### src/rtl/alu_ctrl_pkg.sv
// rtl/alu_ctrl_pkg.sv - shared func codes, ALU signal codes, FSM state type and shift helper
package alu_ctrl_pkg;

  // instruction func field codes
  localparam int F_ADD   = 1;
  localparam int F_AND   = 2;
  localparam int F_COMPL = 3;
  localparam int F_XOR   = 4;
  localparam int F_SLL   = 5;
  localparam int F_SRL   = 6;
  localparam int F_SRA   = 7;
  localparam int F_DIFF  = 8;

  // ALU operation codes driven on alu_signal
  localparam int SIG_NONE  = 0;
  localparam int SIG_ADD   = 1;
  localparam int SIG_AND   = 2;
  localparam int SIG_COMPL = 3;
  localparam int SIG_XOR   = 4;
  localparam int SIG_SLL   = 5;
  localparam int SIG_SRL   = 6;
  localparam int SIG_SRA   = 7;
  localparam int SIG_DIFF  = 8;

  typedef enum logic [0:0] {
    ST_IDLE = 1'b0,
    ST_BEAT = 1'b1
  } state_t;

  // true for the three func codes that expand into 1-bit shift beats
  function automatic logic is_shift(input int code);
    return (code == F_SLL) || (code == F_SRL) || (code == F_SRA);
  endfunction

endpackage

### src/rtl/alu_func_decode.sv
// rtl/alu_func_decode.sv - combinational func/alu_op to ALU signal decoder
module alu_func_decode
  import alu_ctrl_pkg::*;
#(
  parameter int FUNC_W = 5,
  parameter int SIG_W  = 4
) (
  input  logic [FUNC_W-1:0] func,
  input  logic              alu_op,
  output logic [SIG_W-1:0]  alu_signal,
  output logic              shift_op,
  output logic              illegal
);

  // alu_op=0 forces add; otherwise map func codes, flag anything unknown
  always_comb begin
    alu_signal = SIG_W'(SIG_NONE);
    shift_op   = 1'b0;
    illegal    = 1'b0;
    if (!alu_op) begin
      alu_signal = SIG_W'(SIG_ADD);
    end else begin
      shift_op = is_shift(int'(func));
      case (int'(func))
        F_ADD:   alu_signal = SIG_W'(SIG_ADD);
        F_AND:   alu_signal = SIG_W'(SIG_AND);
        F_COMPL: alu_signal = SIG_W'(SIG_COMPL);
        F_XOR:   alu_signal = SIG_W'(SIG_XOR);
        F_SLL:   alu_signal = SIG_W'(SIG_SLL);
        F_SRL:   alu_signal = SIG_W'(SIG_SRL);
        F_SRA:   alu_signal = SIG_W'(SIG_SRA);
        F_DIFF:  alu_signal = SIG_W'(SIG_DIFF);
        default: illegal = 1'b1;
      endcase
    end
  end

endmodule

### src/rtl/alu_ctrl_seq.sv
// rtl/alu_ctrl_seq.sv - registered ALU control sequencer; ALU_ILLEGAL_TRAP_EN drops illegal funcs and raises illegal_err
module alu_ctrl_seq
  import alu_ctrl_pkg::*;
#(
  parameter int FUNC_W  = 5,
  parameter int SIG_W   = 4,
  parameter int SHAMT_W = 5
) (
  input  logic               clk,
  input  logic               rst_n,
  input  logic               in_valid,
  output logic               in_ready,
  input  logic [FUNC_W-1:0]  func,
  input  logic               alu_op,
  input  logic [SHAMT_W-1:0] shamt,
  output logic               out_valid,
  input  logic               out_ready,
  output logic [SIG_W-1:0]   alu_signal,
  output logic               shift_en,
  output logic               last,
  output logic               illegal_err
);

  localparam logic [0:0] S_IDLE = ST_IDLE;
  localparam logic [0:0] S_BEAT = ST_BEAT;

  logic [0:0]         state;
  logic [SHAMT_W-1:0] count;   // beats still to follow the one on the outputs
  logic [SIG_W-1:0]   dec_sig;
  logic               dec_shift;
  logic               dec_illegal;
  logic               accept;
  logic               drop;
  logic               multi;

  alu_func_decode #(
    .FUNC_W (FUNC_W),
    .SIG_W  (SIG_W)
  ) u_decode (
    .func       (func),
    .alu_op     (alu_op),
    .alu_signal (dec_sig),
    .shift_op   (dec_shift),
    .illegal    (dec_illegal)
  );

  assign out_valid = (state == S_BEAT);
  // a new request may land on the same edge the final beat is consumed
  assign in_ready  = rst_n && ((state == S_IDLE) || (out_ready && last));
  assign accept    = in_valid && in_ready;
  assign multi     = dec_shift && (shamt != '0);

`ifdef ALU_ILLEGAL_TRAP_EN
  assign drop = dec_illegal;

  // sticky illegal flag, cleared only by reset
  always_ff @(posedge clk or negedge rst_n) begin
    if (!rst_n) begin
      illegal_err <= 1'b0;
    end else if (accept && dec_illegal) begin
      illegal_err <= 1'b1;
    end
  end
`else
  logic unused_illegal;
  assign unused_illegal = dec_illegal;
  assign drop           = 1'b0;
  assign illegal_err    = 1'b0;
`endif

  // beat sequencing: load on accept, step the shift counter as beats are consumed
  always_ff @(posedge clk or negedge rst_n) begin
    if (!rst_n) begin
      state      <= S_IDLE;
      alu_signal <= '0;
      shift_en   <= 1'b0;
      last       <= 1'b0;
      count      <= '0;
    end else if (accept && !drop) begin
      state      <= S_BEAT;
      alu_signal <= dec_sig;
      shift_en   <= multi;
      last       <= !multi || (shamt == SHAMT_W'(1));
      count      <= multi ? (shamt - SHAMT_W'(1)) : '0;
    end else if ((state == S_BEAT) && out_ready) begin
      if (last) begin
        state    <= S_IDLE;
        shift_en <= 1'b0;
        last     <= 1'b0;
        count    <= '0;
      end else begin
        count <= count - SHAMT_W'(1);
        last  <= (count == SHAMT_W'(1));
      end
    end
  end

endmodule

### config.mk
export PLATFORM = sky130hd
export DESIGN_NAME = alu_ctrl_seq
export DESIGN_NICKNAME = d
export VERILOG_FILES = /design/src/rtl/alu_ctrl_pkg.sv /design/src/rtl/alu_func_decode.sv /design/src/rtl/alu_ctrl_seq.sv
export SDC_FILE = /design/constraint.sdc
export NUM_CORES = 1
export LEC_CHECK = 0
export CAP_MARGIN = 10
export CORE_ASPECT_RATIO = 1.1
export CORE_MARGIN = 2
export CORE_UTILIZATION = 32
export CTS_CLUSTER_SIZE = 40
export DETAILED_ROUTE_END_ITERATION = 7
export DONT_BUFFER_PORTS = 1
export GPL_TIMING_DRIVEN = 0
export PLACE_DENSITY = 0.58
export SETUP_SLACK_MARGIN = 0.3
export SLEW_MARGIN = 10
export SYNTH_ARGS = -nofsm -noshare
export SYNTH_HDL_FRONTEND = slang
export SYNTH_SLANG_ARGS = --single-unit
### constraint.sdc
create_clock -name clk -period 1.5 [get_ports clk]
set_input_delay 0.3 -clock clk [delete_from_list [all_inputs] [get_ports clk]]
set_output_delay 0.3 -clock clk [all_outputs]
set_load 0.01 [all_outputs]
==> metrics.cfg <==
[finish]
finish.utilization_pct=45.5
layout_area_growth_over_synthesis_pct=34.4
antenna-diode-count=0
most-common-layout-cells=dfrtp_1, inv_1, nor2_1, nand2_1
fillers=244
layout.cell_area.non_filler_mm2=0.00113
finalNetCount=131
most_common_library_cell_in_the_layout_ignoring_fill_and_taps=dfrtp_1
drive_above_1_share_pct=34.5

[grt]
groute.usage.overall_pct=15.1
grt_start_max_net_pins=13
number_of_antenna_violations_at_the_first_check_in_global_routing=0
wire_length_of_the_first_global_routing_pass_um=3400
overflow=0
grt_pass1_vias=763

[timing]
worst_clock_skew_ns=0.00651
final_min_period_over_clock_period_pct=102
max_freq_mhz=651
rsz_0062_raised_after_global_routing=yes
postLayoutSetupSlackWorst_ns=-0.0364
final-max-slew-violation-count=0
hold_viol=0
min_period_ns=1.54
finalSetupViolations=1
worst-slew-pin-transition_ns=0.560
fin_setup_tns_ns=-0.0364
slew_headroom_pct=62.5

[floorplanning]
core_mm2=0.00250
dieArea_mm2=0.00307
fp.dieW_um=53.0
floorplan.initialDensity_pct=33.8
rows=19
design.portCount=24
dieHeight_um=57.9

[min_path]
worstHoldPathType=input port to register
timing.hold.worst_path_depth=1

[routing]
detailroute.via_count=775
wirelength_um=2180
first_iter_violations=11
wire_per_inst_um=15.4
final_antenna_violating_net_count=0
detail_route.drc_violations=0
via_per_inst=5.50
first_pass_drt_iterations=4

[setup_path]
critical_path.max_fanout=8
critPathKind=register to primary output
rr_worst_depth=6
start_kind=register
critical_path_cell_count=2
worstPathRequired_ns=1.20
timing.critical_path.arrival_ns=1.24
cp_num_buf_inv=0
critPathSlowestCell=dfrtp_2
crit_chain=a21boi_4 -> and2b_1
worst_setup_path_end_kind=primary output
critPathMaxStageDelay_ns=0.48
critPathTopFamily=flip-flops

[clock_tree]
max-clock-path-buffers=2
clock_pin_slew_reported_for_the_worst_setup_and_hold_paths_after_clock_tree_synthesis_ns=0.08
cts.sinks=12
clk_latency_ns=0.28
cts_tree=done
cts_htree_levels=1
clk_root_buffer_cell=clkbuf_4
tritoncts.num_buffers=3

[synthesis]
synthCells=96
ys.warnings.count=0
synth.net_count=116
syn-cell-area_um2=845
synth_enable_flop_cells=0
asyncSetResetFlopFracSynth_pct=100
ys_seq_area_share_pct=35.6
synth-main-ff-cell=dfrtp_1
cell_variety_after_synth=36
ys_ff_latch=12
synthesis.area_per_instance_um2=8.80

[placed_design]
placement.cell_area_um2=911
globalplace.congestion=0.773
dpl.hpwl_um=1470
io_buffer_count=0

[run_status]
run_status=finished with violations
failing_checks=negative setup slack

[power_and_ir_drop]
vdd_ir_drop_max_uv=892
leakage_nw=0.509
p_per_area_mw_per_mm2=1460

[flow_run]
timing.max_cap.violations=0

routing by layer:
metal | GRT usage, % | wire length, um | vias up | share of wire, %
li1 | - | - | 368 | -
met1 | 16.1 | 840 | 381 | 39
met2 | 27.1 | 1190 | 17 | 55
met3 | 3.09 | 93 | 9 | 4.3
met4 | 8.06 | 55 | 0 | 2.5
met5 | 0 | 0 | - | 0
kinds of logic (layout without fill, tap and decap cells):
logic type | count (synthesis) | after routing | share of synthesized area (%)
AOI/OAI and AO/OA | 26 | 26 | 21.5
xor gates and xnor gates | 3 | 3 | 3.11
adders and majority gates | 5 | 5 | 7.41
buffers and inverters | 10 | 24 | 5.04
DFF | 12 | 12 | 35.6
muxes | 1 | 1 | 1.19
other | 1 | 1 | 0.444
and+or+nand+nor | 38 | 38 | 25.8
registers in the layout, summed over array words and instances (netlist names):
register    count
alu_signal      4
count           5
last            1
shift_en        1
out_valid       1
final timing paths:
check	slack (ns)	end	start
max	-0.04	in_ready	out_valid$_DFFE_PN0P_
max in group asynchronous	0.66	out_valid$_DFFE_PN0P_	rst_n
max reg2reg	0.04	count[4]$_DFFE_PN0P_	out_valid$_DFFE_PN0P_
min in group asynchronous	0.43	count[1]$_DFFE_PN0P_	rst_n
min	0.10	alu_signal[1]$_DFFE_PN0N_	func[4]
min reg2reg	0.55	alu_signal[0]$_DFFE_PN0N_	alu_signal[0]$_DFFE_PN0N_
Yosys cell counts (2+ instances only):
| master | count | share of area [%] |
|---|---|---|
| nand2_1 | 11 | 4.9 |
| o221ai_1 | 2 | 2.1 |
| nor3_1 | 5 | 3.0 |
| a31oi_1 | 3 | 2.2 |
| dfrtp_1 | 12 | 36 |
| a21boi_0 | 2 | 1.8 |
| nor2_1 | 7 | 3.1 |
| inv_1 | 7 | 3.1 |
| ha_1 | 5 | 7.4 |
| o21ai_0 | 6 | 3.6 |
| a311oi_1 | 2 | 2.1 |
| a21oi_1 | 6 | 3.6 |
| xor2_1 | 2 | 2.1 |
| and3_1 | 2 | 1.5 |
| nand2b_1 | 3 | 2.2 |
report_power, final:
part	leakage, nW	switching (mW)	internal, mW
registers	0.152	0.184	0.437
clock network	0.0210	0.125	0.148
logic	0.336	0.371	0.389
final cells by class:
type,instances,area [um2],share of cell area [%]
sequential,12,303,26.7
inverter,7,26.3,2.32
multi-input combinational,74,617,54.4
tap,31,38.8,3.42
clock buffer,4,36.3,3.20
timing repair buffer,10,93.8,8.27
buffer,3,20.0,1.76
stage by stage:
stage	worst slack, ns	total power, mW	hold WS [ns]	cells
5_1_grt	-0.0827	1.75	0.110	141
4_1_cts	-0.0134	1.52	0.101	139
3_3_place_gp	0.0778	1.12	0.00473	127
3_5_place_dp	0.0625	1.14	0.00468	127
6_report	-0.0364	1.65	0.105	141
2_1_floorplan	0.178	1.01	0.00441	96
what timing repair did:
action	CTS	global route
pin swaps	3	4
hold endpoints to repair	12	0
endpoints found under the setup margin	12	12
hold buffers	1	0
resized for setup	11	18
setup buffers	7	2
worst register-to-register path, delay by kind of cell (launching register included):
family          cells  cell delay, ns
flops               1            0.49
compound gates      2            0.32
buf+inv             2            0.31
simple gates        2            0.26
Power figures use the tool's default switching activity.
